--- src/rtl/alu_issue_if.sv ---
// alu_issue_if: decode->issue->ALU handshake and operand bundle.
// Carries writeback bypass inputs alongside the issue channel.
interface alu_issue_if #(
    parameter int DATA_WIDTH    = 32,
    parameter int OPCODE_LENGTH = 4,
    parameter int REG_ADDR_W    = 5
);
    logic                     in_valid;
    logic                     in_ready;
    logic [DATA_WIDTH-1:0]    in_srca;
    logic [DATA_WIDTH-1:0]    in_srcb;
    logic                     in_srcb_reg;
    logic [OPCODE_LENGTH-1:0] in_op;
    logic [REG_ADDR_W-1:0]    in_rs1;
    logic [REG_ADDR_W-1:0]    in_rs2;
    logic [REG_ADDR_W-1:0]    in_rd;
    logic                     wb_we;
    logic [REG_ADDR_W-1:0]    wb_rd;
    logic [DATA_WIDTH-1:0]    wb_data;
    logic                     out_valid;
    logic                     out_ready;
    logic [DATA_WIDTH-1:0]    SrcA;
    logic [DATA_WIDTH-1:0]    SrcB;
    logic [OPCODE_LENGTH-1:0] Operation;
    logic [REG_ADDR_W-1:0]    out_rd;

    modport slave (
        input  in_valid, in_srca, in_srcb, in_srcb_reg,
        input  in_op, in_rs1, in_rs2, in_rd,
        input  wb_we, wb_rd, wb_data,
        input  out_ready,
        output in_ready, out_valid,
        output SrcA, SrcB, Operation, out_rd
    );

    modport master (
        output in_valid, in_srca, in_srcb, in_srcb_reg,
        output in_op, in_rs1, in_rs2, in_rd,
        output wb_we, wb_rd, wb_data,
        output out_ready,
        input  in_ready, out_valid,
        input  SrcA, SrcB, Operation, out_rd
    );
endinterface

--- src/rtl/alu_issue_stage.sv ---
// alu_issue_stage: ID/EX register with 2-entry skid (M drives ALU, S spare).
// Optional writeback bypass into held operands: define ALU_ISSUE_FWD_EN.
module alu_issue_stage #(
    parameter int DATA_WIDTH    = 32,
    parameter int OPCODE_LENGTH = 4,
    parameter int REG_ADDR_W    = 5
) (
    input  logic        clk,
    input  logic        rst_n,
    input  logic        flush,
    alu_issue_if.slave  bus
);

    typedef struct packed {
        logic [DATA_WIDTH-1:0]    a;
        logic [DATA_WIDTH-1:0]    b;
        logic [OPCODE_LENGTH-1:0] op;
        logic [REG_ADDR_W-1:0]    rd;
`ifdef ALU_ISSUE_FWD_EN
        logic [REG_ADDR_W-1:0]    rs1;
        logic [REG_ADDR_W-1:0]    rs2;
        logic                     breg;
`endif
    } ent_t;

    logic r_in_ready;
    logic r_m_valid;
    logic r_s_valid;
    ent_t r_m;
    ent_t r_s;

    logic w_acc;
    logic w_m_free;
    logic w_nm_valid;
    logic w_ns_valid;
    ent_t w_nm;
    ent_t w_ns;

    ent_t w_in;
    ent_t w_in_f;
    ent_t w_m_f;
    ent_t w_s_f;

    // Pack the incoming op; source indices only matter for bypass.
    always_comb begin
        w_in     = '0;
        w_in.a   = bus.in_srca;
        w_in.b   = bus.in_srcb;
        w_in.op  = bus.in_op;
        w_in.rd  = bus.in_rd;
`ifdef ALU_ISSUE_FWD_EN
        w_in.rs1  = bus.in_rs1;
        w_in.rs2  = bus.in_rs2;
        w_in.breg = bus.in_srcb_reg;
`endif
    end

`ifdef ALU_ISSUE_FWD_EN
    function automatic ent_t fwd(
        input ent_t                  e,
        input logic                  en,
        input logic [REG_ADDR_W-1:0] wrd,
        input logic [DATA_WIDTH-1:0] wdat
    );
        ent_t r;
        logic hit;
        r   = e;
        hit = en && (wrd != '0);
        if (hit && (wrd == e.rs1))
            r.a = wdat;
        if (hit && e.breg && (wrd == e.rs2))
            r.b = wdat;
        return r;
    endfunction

    logic w_wb_we;
    assign w_wb_we = bus.wb_we;

    // Bypass view of the input and of each live entry.
    always_comb begin
        w_in_f = fwd(w_in, w_wb_we, bus.wb_rd, bus.wb_data);
        w_m_f  = fwd(r_m, w_wb_we && r_m_valid, bus.wb_rd, bus.wb_data);
        w_s_f  = fwd(r_s, w_wb_we && r_s_valid, bus.wb_rd, bus.wb_data);
    end
`else
    // Operands are captured and held verbatim.
    always_comb begin
        w_in_f = w_in;
        w_m_f  = r_m;
        w_s_f  = r_s;
    end
`endif

    assign w_acc    = bus.in_valid && r_in_ready;
    assign w_m_free = !r_m_valid || bus.out_ready;

    // Next-state of the M/S pair; S always refills M first to keep FIFO order.
    always_comb begin
        w_nm_valid = r_m_valid;
        w_ns_valid = r_s_valid;
        w_nm       = w_m_f;
        w_ns       = w_s_f;
        if (w_m_free) begin
            if (r_s_valid) begin
                w_nm_valid = 1'b1;
                w_nm       = w_s_f;
                if (w_acc) begin
                    w_ns_valid = 1'b1;
                    w_ns       = w_in_f;
                end else begin
                    w_ns_valid = 1'b0;
                end
            end else if (w_acc) begin
                w_nm_valid = 1'b1;
                w_nm       = w_in_f;
            end else begin
                w_nm_valid = 1'b0;
            end
        end else if (w_acc) begin
            w_ns_valid = 1'b1;
            w_ns       = w_in_f;
        end
    end

    // Entry registers; flush kills valids but leaves data untouched.
    always_ff @(posedge clk or negedge rst_n) begin
        if (!rst_n) begin
            r_m_valid  <= 1'b0;
            r_s_valid  <= 1'b0;
            r_in_ready <= 1'b1;
            r_m        <= '0;
            r_s        <= '0;
        end else if (flush) begin
            r_m_valid  <= 1'b0;
            r_s_valid  <= 1'b0;
            r_in_ready <= 1'b1;
        end else begin
            r_m_valid  <= w_nm_valid;
            r_s_valid  <= w_ns_valid;
            r_in_ready <= !w_ns_valid;
            r_m        <= w_nm;
            r_s        <= w_ns;
        end
    end

    assign bus.in_ready  = r_in_ready;
    assign bus.out_valid = r_m_valid;
    assign bus.SrcA      = r_m.a;
    assign bus.SrcB      = r_m.b;
    assign bus.Operation = r_m.op;
    assign bus.out_rd    = r_m.rd;

endmodule

--- src/flat_wrapper.sv ---
// flat-port wrapper written by rule: the top's interface ports become plain ports
module alu_issue_stage_flat 
#(
    parameter int DATA_WIDTH    = 32,
    parameter int OPCODE_LENGTH = 4,
    parameter int REG_ADDR_W    = 5
)
  (clk, rst_n, flush, bus_in_valid, bus_in_srca, bus_in_srcb, bus_in_srcb_reg, bus_in_op, bus_in_rs1, bus_in_rs2, bus_in_rd, bus_wb_we, bus_wb_rd, bus_wb_data, bus_out_ready, bus_in_ready, bus_out_valid, bus_SrcA, bus_SrcB, bus_Operation, bus_out_rd);
  alu_issue_if #(.DATA_WIDTH(DATA_WIDTH), .OPCODE_LENGTH(OPCODE_LENGTH), .REG_ADDR_W(REG_ADDR_W)) bus_i ();
  input  logic clk;
  input  logic rst_n;
  input  logic flush;
  input wire logic [$bits(bus_i.in_valid)-1:0] bus_in_valid;
  input wire logic [$bits(bus_i.in_srca)-1:0] bus_in_srca;
  input wire logic [$bits(bus_i.in_srcb)-1:0] bus_in_srcb;
  input wire logic [$bits(bus_i.in_srcb_reg)-1:0] bus_in_srcb_reg;
  input wire logic [$bits(bus_i.in_op)-1:0] bus_in_op;
  input wire logic [$bits(bus_i.in_rs1)-1:0] bus_in_rs1;
  input wire logic [$bits(bus_i.in_rs2)-1:0] bus_in_rs2;
  input wire logic [$bits(bus_i.in_rd)-1:0] bus_in_rd;
  input wire logic [$bits(bus_i.wb_we)-1:0] bus_wb_we;
  input wire logic [$bits(bus_i.wb_rd)-1:0] bus_wb_rd;
  input wire logic [$bits(bus_i.wb_data)-1:0] bus_wb_data;
  input wire logic [$bits(bus_i.out_ready)-1:0] bus_out_ready;
  output wire logic [$bits(bus_i.in_ready)-1:0] bus_in_ready;
  output wire logic [$bits(bus_i.out_valid)-1:0] bus_out_valid;
  output wire logic [$bits(bus_i.SrcA)-1:0] bus_SrcA;
  output wire logic [$bits(bus_i.SrcB)-1:0] bus_SrcB;
  output wire logic [$bits(bus_i.Operation)-1:0] bus_Operation;
  output wire logic [$bits(bus_i.out_rd)-1:0] bus_out_rd;
  assign bus_i.in_valid = bus_in_valid;
  assign bus_i.in_srca = bus_in_srca;
  assign bus_i.in_srcb = bus_in_srcb;
  assign bus_i.in_srcb_reg = bus_in_srcb_reg;
  assign bus_i.in_op = bus_in_op;
  assign bus_i.in_rs1 = bus_in_rs1;
  assign bus_i.in_rs2 = bus_in_rs2;
  assign bus_i.in_rd = bus_in_rd;
  assign bus_i.wb_we = bus_wb_we;
  assign bus_i.wb_rd = bus_wb_rd;
  assign bus_i.wb_data = bus_wb_data;
  assign bus_i.out_ready = bus_out_ready;
  assign bus_in_ready = bus_i.in_ready;
  assign bus_out_valid = bus_i.out_valid;
  assign bus_SrcA = bus_i.SrcA;
  assign bus_SrcB = bus_i.SrcB;
  assign bus_Operation = bus_i.Operation;
  assign bus_out_rd = bus_i.out_rd;
  alu_issue_stage #(.DATA_WIDTH(DATA_WIDTH), .OPCODE_LENGTH(OPCODE_LENGTH), .REG_ADDR_W(REG_ADDR_W)) u_core (.clk(clk), .rst_n(rst_n), .flush(flush), .bus(bus_i));
endmodule
--- config.mk ---
export PLATFORM = sky130hd
export DESIGN_NAME = alu_issue_stage_flat
export DESIGN_NICKNAME = d
export VERILOG_FILES = /design/src/rtl/alu_issue_if.sv /design/src/rtl/alu_issue_stage.sv /design/src/flat_wrapper.sv
export SDC_FILE = /design/constraint.sdc
export NUM_CORES = 1
export LEC_CHECK = 0
export CAP_MARGIN = 20
export CELL_PAD_IN_SITES_DETAIL_PLACEMENT = 0
export CELL_PAD_IN_SITES_GLOBAL_PLACEMENT = 2
export CORE_MARGIN = 2
export CORE_UTILIZATION = 32
export DETAILED_ROUTE_END_ITERATION = 10
export HOLD_SLACK_MARGIN = 0.06
export PLACE_DENSITY_LB_ADDON = 0.3
export SLEW_MARGIN = 10
export SYNTH_ARGS = -nofsm -noshare
export SYNTH_HDL_FRONTEND = slang
export SYNTH_SLANG_ARGS = --single-unit
--- constraint.sdc ---
create_clock -name clk -period 2.25 [get_ports clk]
set_clock_uncertainty 0.15 [all_clocks]
set_input_delay 0.3375 -clock clk [delete_from_list [all_inputs] [get_ports clk]]
set_output_delay 0.3375 -clock clk [all_outputs]
set_load 0.005 [all_outputs]
==> Word level (Yosys, flattened, before mapping) <==
Index checks and enable logic that the tools add are counted.
{ "totals": {"word_cells": 35, "output_inout_bits": 75, "in_bits": 127, "ff_bits": 149} }
{ "op_classes": {"n_reduce_logical": 8, "eq_ne": 1, "bitwise_logic": 1, "muxes": 14} }
{ "op_table": {"columns": ["cell", "n"], "rows": [
  ["$mux 73", 5],
  ["$mux 1", 9],
  ["$reduce_bool 2->1", 2],
  ["$reduce_and 3->1", 1],
  ["$logic_not 1->1", 2],
  ["$ne 2x1->1 const B", 1],
  ["$reduce_and 2->1", 1],
  ["$logic_and 1x1->1", 1],
  ["$logic_or 1x1->1", 1],
  ["$not 1->1", 1]
]} }

==> Longest topological paths before layout <==
{ "logic_depth": {"word_depth": 6, "mapped_depth": 4, "depth_no_buf": 3} }

==> Worst setup path before layout <==
Ideal clock, no wire load.
{ "synth_path": {"path_type": "register to register", "from": "register u_core.r_in_ready (netlist: u_core.bus.in_ready)", "to": "register u_core.r_m (netlist bit u_core.bus.Operation[3])", "n_path_buf": 1, "setup_time_ns": 0.125, "period_less_slack_ns": 2.009, "stages_incl_launch_ff": 5, "required_ns": 1.975, "setup_slack_ns": 0.241, "arrival_ns": 1.734, "cell_sequence": "dfstp_2 -> nand2_1 -> a211oi_4 -> buf_6 -> mux2_4"} }
{ "synth_between": {"elab_chain_cells": 3} }
{ "synth_lines": {"columns": ["element", "line", "text"], "rows": [
  ["start: declaration", "alu_issue_stage.sv:26", "logic r_in_ready;"],
  ["start signal: assignment", "alu_issue_stage.sv:140", "r_in_ready <= !w_ns_valid;"],
  ["$logic_and 1x1->1", "alu_issue_stage.sv:94", "assign w_acc = bus.in_valid && r_in_ready;"],
  ["$reduce_bool 2->1 (no source line)", null, null],
  ["$reduce_and 3->1 (no source line)", null, null],
  ["end signal: assignment", "alu_issue_stage.sv:141", "r_m <= w_nm;"],
  ["end: declaration", "alu_issue_stage.sv:29", "ent_t r_m;"]
]} }
No other way between the ends.
A chain may end at the register's enable or synchronous reset.

==> Worst setup path in the final report <==
{ "layout_path": {"from": "register u_core.r_in_ready (netlist: u_core.bus.in_ready)", "to": "register u_core.r_m (netlist bit u_core.bus.SrcB[30])"} }
Same word-level chain as after synthesis.

==> summary.txt <==
status -> completed
clk slew on worst S/H paths -> 0.05 ns
mux contribution to synthesized area -> 38.4%
DR vias -> 3,881
worst min path class -> reg -> reg
Syn. warnings -> 0
1st-iter DRT viols -> 63
Synth Cell Area -> 6530 um^2
All-Layer GR Usage -> 13.8%
core box area -> 20,100 um^2
# rows -> 52
crit path kind -> reg -> reg
Port-buffer cells -> 152
largest net degree at the start of global routing -> 67
total die area -> 21,500 um^2
Post-Synth Simple-Gate Area -> 0.556%
Finished Layout Cells -> 852
ant diodes -> 0
CTS tree -> yes
Slew Viols, Final -> 0
worst rel slew slack -> 57.9%
Final Hold Viols -> 0
flops & latches, synth -> 149
post-synthesis sequential area ratio -> 57.2%
gpl congestion -> 0.662
Worst-Skew Late Latency -> 0.41 ns
Tot Pwr -> 8120 uW
Post-DP HPWL -> 9180 um
fin crit share -> 90.7%
via count of the first global-routing pass -> 4,461
DRC Markers -> 0
CP max FO -> 46
global route total overflow -> 0
Routed WL -> 13,900 um
Peak supply drop -> 0.500 mV
PD cells -> 903 nW/um^2
CP Launch Type -> flip-flop
Post-Place Cells -> 819
Die X -> 147 um
Worst EP arrival -> 2.18 ns
Cell Area, Placed -> 8420 um^2
unrepaired setup endpoints after global routing -> no
Cell variety after synth -> 17
first-pass GRT wire length -> 23,200 um
Final Cell Area -> 8990 um^2
crit end category -> flip-flop
maximum buffer depth of the clock tree -> 2
Synth Area in XOR/XNOR -> 0%
Worst path slowest cell -> dfstp_2
Detail Route Antenna Nets -> 0
Synth Area in Compound Gates -> 0.709%
adder-cell share of the synthesized area -> 0.153%
vias per cell -> 4.56
CP cell instances -> nand2_1 -> a211oi_4 -> buf_12 -> mux2_2
CTS buffer count -> 17
maximum clock frequency -> 490 MHz
Post-CTS Setup Bufs -> 0
routed len/inst -> 16.3 um
Syn Nets -> 528
Lkg Pwr -> 0.00367 uW
initial antenna violation count -> 0
DRT Pass-1 Iters -> 3
final net count -> 696
H-tree depth -> 4
layout cells sized above 1 -> 42.3%
Post-Syn Instances -> 401
Die Ht -> 147 um
endpoints failing setup -> 0
max cap viols -> 0
fillers -> 1,802
Area Overhead vs Synth -> 37.8%
CTS Sinks -> 149
CP peak stage delay -> 0.54 ns
syn avg cell area -> 16.3 um^2
largest family of logic cells by synthesized area -> multiplexers
clk root buf -> clkbuf_16
Slew @ Worst Pin -> 0.632 ns
starting density of the core -> 32.5%
Critical Path RT -> 2.39 ns
Period minus WS final -> 2.04 ns
io pins -> 202
==> what timing repair did <==
item / in CTS / in global routing
endpoints found under the hold margin: 60 / 0
resized for setup: 0 / 0
hold buffers: 1 / 0
==> registers in the layout, indices dropped and copies added (netlist names) <==
name                  flops
u_core.bus.out_rd         5
u_core.r_s_valid          1
u_core.r_s               73
u_core.bus.SrcA          32
u_core.bus.in_ready       1
u_core.bus.Operation      4
u_core.bus.SrcB          32
u_core.bus.out_valid      1
==> metal layers <==
layer | track usage (%) | up-vias | wire, um
met4 | 4.85 | 0 | 155
met5 | 0 | - | 0
li1 | - | 1780 | -
met3 | 4.81 | 13 | 985
met2 | 22.3 | 110 | 6630
met1 | 17.2 | 1978 | 6130
==> synthesized netlist by cell type <==
library cell | number | area, um^2
dfstp_2 | 1 | 26.3
mux2_1 | 26 | 293
mux2_2 | 183 | 2060
and2b_1 | 1 | 7.51
mux2_4 | 10 | 150
nand2_1 | 1 | 3.75
a211oi_4 | 2 | 40.0
clkbuf_1 | 2 | 7.51
nor2b_1 | 1 | 6.26
buf_2 | 6 | 30.0
dfrtp_1 | 148 | 3700
and2_1 | 1 | 6.26
a31oi_1 | 1 | 6.26
inv_2 | 1 | 3.75
nand2b_1 | 2 | 12.5
maj3_1 | 1 | 10.0
buf_6 | 14 | 158
==> layout make-up <==
cell class / instances / area (um^2) / area share, %
Clock buffer: 20 / 437 / 4.86
Tap cell: 270 / 338 / 3.76
Multi-Input combinational cell: 229 / 2600 / 28.9
Sequential cell: 149 / 3730 / 41.5
Clock inverter: 12 / 130 / 1.45
Timing Repair Buffer: 171 / 1760 / 19.5
Inverter: 1 / 3.75 / 0.0417
==> per-stage QoR <==
step           TNS, ns  setup slack, ns  hold WS (ns)  utilization, %
5_1_grt              0            0.112         0.344            44.7
6_report             0            0.210         0.333            44.7
3_5_place_dp     -9.71           -0.122         0.229            41.9
4_1_cts              0            0.178         0.335            44.7
2_1_floorplan        0            0.241        -0.108               -
3_3_place_gp     -4.98          -0.0933         0.228            41.9
==> worst max-delay path: cells and delay by family, from the launching register on <==
| kind | cells | cell delay, ns |
|---|---|---|
| mux | 1 | 0.38 |
| flops | 1 | 0.54 |
| compound gates | 1 | 0.35 |
| simple gates | 1 | 0.15 |
| buf+inv | 1 | 0.34 |
==> layout by cell type, fill, tap and decap left out <==
cell type        instances
a211oi_4                 2
a31oi_1                  1
and2_1                   1
and2b_1                  1
buf_12                   7
buf_4                   11
buf_6                    1
bufinv_16                2
clkbuf_1                 3
clkbuf_16               17
clkdlybuf4s50_1        151
clkinv_2                 4
clkinv_4                 3
clkinvlp_4               2
dfrtp_1                147
dfrtp_4                  1
dfstp_2                  1
dlygate4sd3_1            1
inv_2                    1
inv_6                    1
maj3_1                   1
mux2_1                  26
mux2_2                 183
mux2_4                  10
nand2_1                  1
nand2b_1                 2
nor2b_1                  1
==> where the power goes <==
| part | internal [uW] | switching, uW |
|---|---|---|
| clock | 1630 | 1090 |
| sequential | 3360 | 321 |
| combinational | 1210 | 509 |
==> cell families (layout without fill, tap and decap cells) <==
group / count (synthesis) / after routing
multiplexers: 219 / 219
AND/OR/NAND/NOR: 6 / 6
AO/OA/AOI/OAI: 3 / 3
adder cells (fa/ha/maj): 1 / 1
flip-flops: 149 / 149
buffers and inverters: 23 / 204
==> path summary, 6_finish.rpt <==
check / from / cells past startpoint / slack, ns / end
worst max-delay path: u_core.bus.in_ready$_DFF_PN1_ / 4 / 0.21 / u_core.bus.SrcB[30]$_DFFE_PN0P_
worst min-delay path: u_core.r_s[14]$_DFFE_PN0P_ / 1 / 0.33 / u_core.r_s[14]$_DFFE_PN0P_
worst max register to register: u_core.bus.in_ready$_DFF_PN1_ / 4 / 0.21 / u_core.bus.SrcB[30]$_DFFE_PN0P_
worst min register to register: u_core.r_s[14]$_DFFE_PN0P_ / 1 / 0.33 / u_core.r_s[14]$_DFFE_PN0P_
max in group asynchronous: rst_n / 3 / 0.90 / u_core.bus.SrcB[2]$_DFFE_PN0P_
min in group asynchronous: rst_n / 2 / 0.34 / u_core.bus.SrcA[23]$_DFFE_PN0P_
(Power assumes the default switching activity.)
